`src/rtl/dm_arbiter.sv`:
```
// Two-master arbiter in front of a single-port synchronous data memory.
// Define DM_ARB_RR_EN for round-robin on collisions; otherwise master 0 has fixed priority.
module dm_arbiter #(
    parameter int ADDR_W = 12
) (
    input  logic              clk,
    input  logic              reset,

    input  logic              m0_req,
    input  logic              m0_we,
    input  logic [31:0]       m0_addr,
    input  logic [31:0]       m0_wdata,
    input  logic [3:0]        m0_be,
    output logic              m0_gnt,
    output logic              m0_rvalid,
    output logic [31:0]       m0_rdata,

    input  logic              m1_req,
    input  logic              m1_we,
    input  logic [31:0]       m1_addr,
    input  logic [31:0]       m1_wdata,
    input  logic [3:0]        m1_be,
    output logic              m1_gnt,
    output logic              m1_rvalid,
    output logic [31:0]       m1_rdata,

    output logic              mem_en,
    output logic              mem_we,
    output logic [ADDR_W-1:0] mem_addr,
    output logic [31:0]       mem_wdata,
    output logic [3:0]        mem_be,
    input  logic [31:0]       mem_rdata,

    output logic              busy
);

    localparam logic [1:0] IDLE = 2'b00;
    localparam logic [1:0] MEM  = 2'b01;
    localparam logic [1:0] RESP = 2'b10;

    logic [1:0]        state_q, state_d;
    logic              we_q, we_d;
    logic [ADDR_W-1:0] addr_q, addr_d;
    logic [31:0]       wdata_q, wdata_d;
    logic [3:0]        be_q, be_d;
    logic              id_q, id_d;

    logic can_grant, gnt_any, pick1;
    logic in_mem, in_resp;

    // Address bits outside the word index are deliberately dropped.
    logic unused_addr_bits;
    assign unused_addr_bits = ^{m0_addr[1:0], m0_addr[31:ADDR_W+2],
                                m1_addr[1:0], m1_addr[31:ADDR_W+2]};

`ifdef DM_ARB_RR_EN
    logic last_q, last_d;

    always_comb begin
        if (m0_req && m1_req) pick1 = ~last_q;
        else                  pick1 = m1_req;
    end

    always_comb begin
        last_d = last_q;
        if (gnt_any) last_d = pick1;
    end

    always_ff @(posedge clk) begin
        if (reset) last_q <= 1'b1;
        else       last_q <= last_d;
    end
`else
    always_comb begin
        pick1 = m1_req && !m0_req;
    end
`endif

    // Grant is purely combinational so the master sees it in the request cycle.
    always_comb begin
        can_grant = !reset && (state_q == IDLE || state_q == RESP);
        gnt_any   = can_grant && (m0_req || m1_req);
        m0_gnt    = gnt_any && !pick1;
        m1_gnt    = gnt_any && pick1;
    end

    always_comb begin
        state_d = state_q;
        we_d    = we_q;
        addr_d  = addr_q;
        wdata_d = wdata_q;
        be_d    = be_q;
        id_d    = id_q;
        case (state_q)
            IDLE:    if (gnt_any) state_d = MEM;
            MEM:     state_d = RESP;
            RESP:    state_d = gnt_any ? MEM : IDLE;
            default: state_d = IDLE;
        endcase
        if (gnt_any) begin
            id_d = pick1;
            if (pick1) begin
                we_d    = m1_we;
                addr_d  = m1_addr[ADDR_W+1:2];
                wdata_d = m1_wdata;
                be_d    = m1_we ? m1_be : 4'b0000;
            end else begin
                we_d    = m0_we;
                addr_d  = m0_addr[ADDR_W+1:2];
                wdata_d = m0_wdata;
                be_d    = m0_we ? m0_be : 4'b0000;
            end
        end
    end

    always_ff @(posedge clk) begin
        if (reset) begin
            state_q <= IDLE;
            we_q    <= 1'b0;
            addr_q  <= '0;
            wdata_q <= '0;
            be_q    <= '0;
            id_q    <= 1'b0;
        end else begin
            state_q <= state_d;
            we_q    <= we_d;
            addr_q  <= addr_d;
            wdata_q <= wdata_d;
            be_q    <= be_d;
            id_q    <= id_d;
        end
    end

    // Reset masks strobes immediately so an in-flight access never completes.
    always_comb begin
        in_mem    = !reset && (state_q == MEM);
        in_resp   = !reset && (state_q == RESP);
        mem_en    = in_mem;
        mem_we    = in_mem && we_q;
        mem_addr  = in_mem ? addr_q  : '0;
        mem_wdata = in_mem ? wdata_q : '0;
        mem_be    = in_mem ? be_q    : 4'b0000;
        m0_rvalid = in_resp && !id_q;
        m1_rvalid = in_resp && id_q;
        m0_rdata  = (m0_rvalid && !we_q) ? mem_rdata : 32'h0;
        m1_rdata  = (m1_rvalid && !we_q) ? mem_rdata : 32'h0;
        busy      = (state_q != IDLE);
    end

endmodule

```
`config.mk`:
```
export PLATFORM = sky130hd
export DESIGN_NAME = dm_arbiter
export DESIGN_NICKNAME = d
export VERILOG_FILES = /design/src/rtl/dm_arbiter.sv
export SDC_FILE = /design/constraint.sdc
export NUM_CORES = 1
export LEC_CHECK = 0
export ABC_AREA = 1
export CAP_MARGIN = 40
export CORE_AREA = 2 2 112 114
export CTS_CLUSTER_SIZE = 28
export DETAILED_ROUTE_END_ITERATION = 16
export DIE_AREA = 0 0 114 116
export GPL_ROUTABILITY_DRIVEN = 1
export GPL_TIMING_DRIVEN = 1
export PLACE_DENSITY = 0.78
export SLEW_MARGIN = 10
export SYNTH_ARGS = -nofsm -noshare
export SYNTH_HDL_FRONTEND = slang
export SYNTH_SLANG_ARGS = --single-unit
```
`constraint.sdc`:
```
create_clock -name clk -period 2.1 [get_ports clk]
set_clock_uncertainty 0.1 [all_clocks]
set_input_delay 0.63 -clock clk [delete_from_list [all_inputs] [get_ports clk]]
set_output_delay 0.63 -clock clk [all_outputs]
set_load 0.005 [all_outputs]
```
-- After elaboration in Yosys (flattened, before gate mapping)
Index checks and enable logic that the tools add are counted.
- memories kept: 0
- flip-flop bits (word level): 52
- input bits: 174
- bits in latches: 0
- output and inout port bits: 119
- ROM bits: 0
- RAM bits: 0
- logic and storage cells: 44
- $lt $le $gt $ge: 0
- shift operators: 0
- add/subtract/negate cells: 0
- bitwise logic cells: 0
- mux-type cells: 14
- eq/ne operators: 3
- multiply operators: 0
- reductions and logical operators: 21
- divide/modulo/power cells: 0
- operator list (kind ; number):
    $mux W32 ; 4
    $mux W12 ; 2
    $mux W4 ; 4
    $logic_and A1 B1 Y1 ; 12
    $pmux W2 S3 ; 1
    $logic_not A1 Y1 ; 5
    $eq A2 B1 Y1 const B ; 1
    $eq A2 B2 Y1 const B ; 1
    $logic_not A2 Y1 ; 1
    $logic_or A1 B1 Y1 ; 2
    $mux W1 ; 2
    $mux W2 ; 1
    $ne A2 B2 Y1 const B ; 1
    $reduce_bool A2 Y1 ; 1

-- Logic depth before layout (Yosys ltp)
Gate-level depths: netlist of the first run.
- depth after elaboration: 6
- depth in mapped cells: 8
- gate-level depth less buffers: 6

-- Least setup slack after synthesis of the first run
OpenSTA, ideal clock, no wires.
- path kind: input to output
- from: input reset
- to: output m0_rdata[10]
- data arrival time: 1.438 ns
- data required time: 1.370 ns
- setup slack: -0.068 ns
- buffers on the path: 2
- stages on the path: 7
- path through: buf_6 -> nor2_8 -> inv_2 -> nor3_4 -> nand2_1 -> buf_2 -> nor2_1
- word-level cells in the longest chain between the ends: 5
- RTL lines (what ; line ; text):
    start, declared ; 7 ; input logic reset,
    $logic_not A1 Y1 ; 137 ; in_resp = !reset && (state_q == RESP);
    $logic_and A1 B1 Y1 ; 137 ;
    $logic_and A1 B1 Y1 ; 143 ; m0_rvalid = in_resp && !id_q;
    named net m0_rvalid ; 15 ; output logic m0_rvalid,
    $logic_and A1 B1 Y1 ; 145 ; m0_rdata = (m0_rvalid && !we_q) ? mem_rdata : 32'h0;
    $mux W32 ; 145 ;
    end, declared ; 16 ; output logic [31:0] m0_rdata,
The timed path passes the listed nets, and every way through them passes these cells.

-- Final worst setup path of the first run
- from: input reset
- to: output m0_rdata[18]
- word-level cells in the longest chain between the ends: 5
- RTL lines (what ; line):
    $logic_not A1 Y1 ; 137
    $logic_and A1 B1 Y1 ; 137
    $logic_and A1 B1 Y1 ; 143
    $logic_and A1 B1 Y1 ; 145
    $mux W32 ; 145
No other way between the ends.

==> results of run 1 <==
==> worst min-delay path: stages (launching register included) <==
cell and delay (ps):
dfxtp_1 310, nand2_1 60, a21oi_1 50
==> power groups by stage <==
stage | Sequential [mW] | Combinational, mW | Clock [mW]
2_1_floorplan | 1.10 | 0.327 | 0
3_3_place_gp | 1.10 | 0.761 | 0
3_5_place_dp | 1.10 | 0.770 | 0
4_1_cts | 1.08 | 0.833 | 0.855
5_1_grt | 1.09 | 1.00 | 0.893
6_report | 1.08 | 0.917 | 0.819
==> flip-flops by register name (all words and copies together) (netlist names) <==
name	count
wdata_q	32
we_q	1
id_q	1
be_q	4
addr_q	12
state_q	2
==> synth_stat cells (all sizes together) <==
master / instances / share of area
nand4: 4 / 0.0074
and3: 1 / 0.0019
o21ai: 5 / 0.0085
inv: 91 / 0.10
dfxtp: 52 / 0.31
a21oi: 46 / 0.068
nor3: 3 / 0.011
nor2: 118 / 0.14
clkbuf: 13 / 0.014
buf: 30 / 0.051
nand2: 189 / 0.21
nand3: 53 / 0.079
==> cell type report <==
cell class / instances / area [sq um] / area share
clock inverters: 1 / 8.76 / 0.00127
diodes: 2 / 5.00 / 0.000723
flip-flops and latches: 52 / 1050 / 0.151
clock buffers: 6 / 139 / 0.0201
multi-input cells: 419 / 2320 / 0.336
inverters: 91 / 349 / 0.0505
well taps: 147 / 184 / 0.0266
repair buffers: 309 / 2870 / 0.414
==> per-layer routing <==
layer / GRT usage / part of all wire / wire length [um] / vias to the layer above
li1: - / - / - / 2359
met1: 0.225 / 0.37 / 5790 / 2107
met2: 0.415 / 0.54 / 8310 / 180
met3: 0.0586 / 0.074 / 1150 / 14
met4: 0.0732 / 0.017 / 268 / 0
met5: 0 / 0 / 0 / -
==> final timing paths <==
kind / startpoint / endpoint / slack (ps) / cells after the start
setup / recovery: reset / m0_rdata[18] / -280 / 9
setup reg to reg: state_q[0]$_SDFFE_PP0P_ / wdata_q[30]$_SDFFE_PP0P_ / 500 / 10
hold / removal: wdata_q[28]$_SDFFE_PP0P_ / wdata_q[28]$_SDFFE_PP0P_ / 360 / 2
hold reg to reg: wdata_q[28]$_SDFFE_PP0P_ / wdata_q[28]$_SDFFE_PP0P_ / 360 / 2
==> through the flow <==
step           worst slack [ps]  hold WS (ps)  instances  area, sq um  TNS (ps)
2_1_floorplan             -49.7           344        605         3380     -2510
3_3_place_gp               -635           348        988         6180    -71320
3_5_place_dp               -650           353        988         6180    -74200
4_1_cts                    -354           364       1022         6420    -21960
5_1_grt                    -320           381       1026         6920    -23980
6_report                   -282           362       1027         6920    -19870
==> kinds of logic after synthesis <==
| kind of cell | synth area share |
|---|---|
| and+or+nand+nor | 0.448 |
| buffers and inverters | 0.167 |
| DFF | 0.309 |
| AOI/OAI and AO/OA | 0.0768 |
==> timing repair <==
action,in CTS,in global routing
gates resized for setup,505,180
setup buffers,20,11
setup endpoints to repair,119,117
pin swaps,2,6
hold buffers,0,0
gates cloned,7,2
==> impl_metrics.csv, run 1 <==
group,metric,value,unit
power_and_ir_drop,power,2.82,mW
setup_path,critical_path_buf_inv_count,5,
sta,post-route-min-period,2380,ps
setup_path,crit_chain,"buf_12, nor2_8, inv_4, nor3_4, nand2_2, buf_12, clkbuf_16, nor2_2, buf_2",
final_layout,area_growth,105,%
final_layout,drive_above_1_share,0.328,
setup_path,max_stage_delay,150,ps
setup_path,crit_arrival,1650,ps
drt,wl_per_cell,15.1,um
final_layout,fin_nets,1052,
power_and_ir_drop,swShare,0.289,
setup_path,crit_path_frequent_cell,"buf_12",
drt,ant_nets,0,
die,dieArea,13200,sq um
synthesis,ys.warnings.count,0,
power_and_ir_drop,sequentialPowerShare,0.384,
power_and_ir_drop,clock_power_share,0.291,
die,io_pins,293,
synthesis,ys_seq_area_frac,0.309,
sta,final_max_slew_viol_count,0,
run_status,violations,"negative setup slack",
sta,max-slew-margin-rel,0.633,
die,rows,40,
clock_tree,cts_buffer_depth,2,
sta,rsz0062_at_grt,"true",
global_route,grt_pass1_vias,4396,
global_route,grt_max_degree,50,
final_layout,mostFrequentLayoutCell,"nand2_1",
clock_tree,clk_pin_slew_worst_paths,70,ps
clock_tree,htree_levels,2,
final_layout,final_cell_mix,"186 x nand2_1, 130 x clkdlybuf4s50_1, 98 x buf_2, 87 x inv_1, 60 x nor2_4",
drt,via_per_inst,4.54,
setup_path,cp_data_required_time,1370,ps
synthesis,netlist_instances,605,
clock_tree,clk_latency,280,ps
die,initial_core_util,0.283,
run_status,status,"finished with violations",
clock_tree,cts_tree,"done",
global_route,grt_pass1_wl,22.2,mm
drt,vias,4660,
setup_path,end_kind,"output pin",
synthesis,avgSynthCellArea,5.58,sq um
synthesis,synth_nets,779,
drt,finalWirelength,15.5,mm
setup_path,crit_path_start_kind,"primary input",
sta,clock.fmax,0.420,GHz
die,core_area,11900,sq um
synthesis,synth-seq-cells,52,
sta,hold_viol_final,0,
final_layout,nFillCells,1097,
worst_hold_path,hp-class,"register to register",
placed_design,io_buffers,252,
die,chipHeight,116,um
sta,fin_ws,-282,ps
clock_tree,cts_sinks,52,
sta,setup_violations,115,
setup_path,path_class,"primary input to output pin",
drt,drt-initial-drc-count,192,
placed_design,place_congestion,0.809,
power_and_ir_drop,p_int,2.00,mW
clock_tree,clockRootBuffer,"clkbuf_16",
power_and_ir_drop,p_per_area,407,nW/um^2
die,die_w,114,um
clock_tree,numCtsBuffers,5,
synthesis,synth_cell_type_count,20,
placed_design,place_hpwl,10.2,mm
global_route,overflow,0,
final_layout,utilization,0.581,
sta,tightest_slew,550,ps
drt,dr.pass1.iters,5,
global_route,antenna_found_initial,2,
job,maxCapViolCount,0,
power_and_ir_drop,comb_power_share,0.325,
power_and_ir_drop,ir_worst_vdd,323,uV
setup_path,path_delay_family,"buffers and inverters",
power_and_ir_drop,power.switching,0.815,mW
sta,finalCritPeriodShare,1.13,
setup_path,cpMaxStageDelayCell,"buf_12",
synthesis,synthesis.area,3370,sq um
power_and_ir_drop,p_leak,3.23,nW
global_route,grt.total_usage,0.215,
setup_path,crit_path_max_fanout,6,
drt,drc,0,
(Power assumes the default switching activity.)
==> run 2, diff against run 1 <==
--- a/config.mk
+++ b/config.mk
@@ -6,7 +6,7 @@
 export NUM_CORES = 1
 export LEC_CHECK = 0
 export ABC_AREA = 1
-export CAP_MARGIN = 40
+export CAP_MARGIN = 20
 export CORE_AREA = 2 2 112 114
 export CTS_CLUSTER_SIZE = 28
 export DETAILED_ROUTE_END_ITERATION = 16
==> results of run 2 <==
The final DEF is identical to that of run 1; final timing and power are the same.
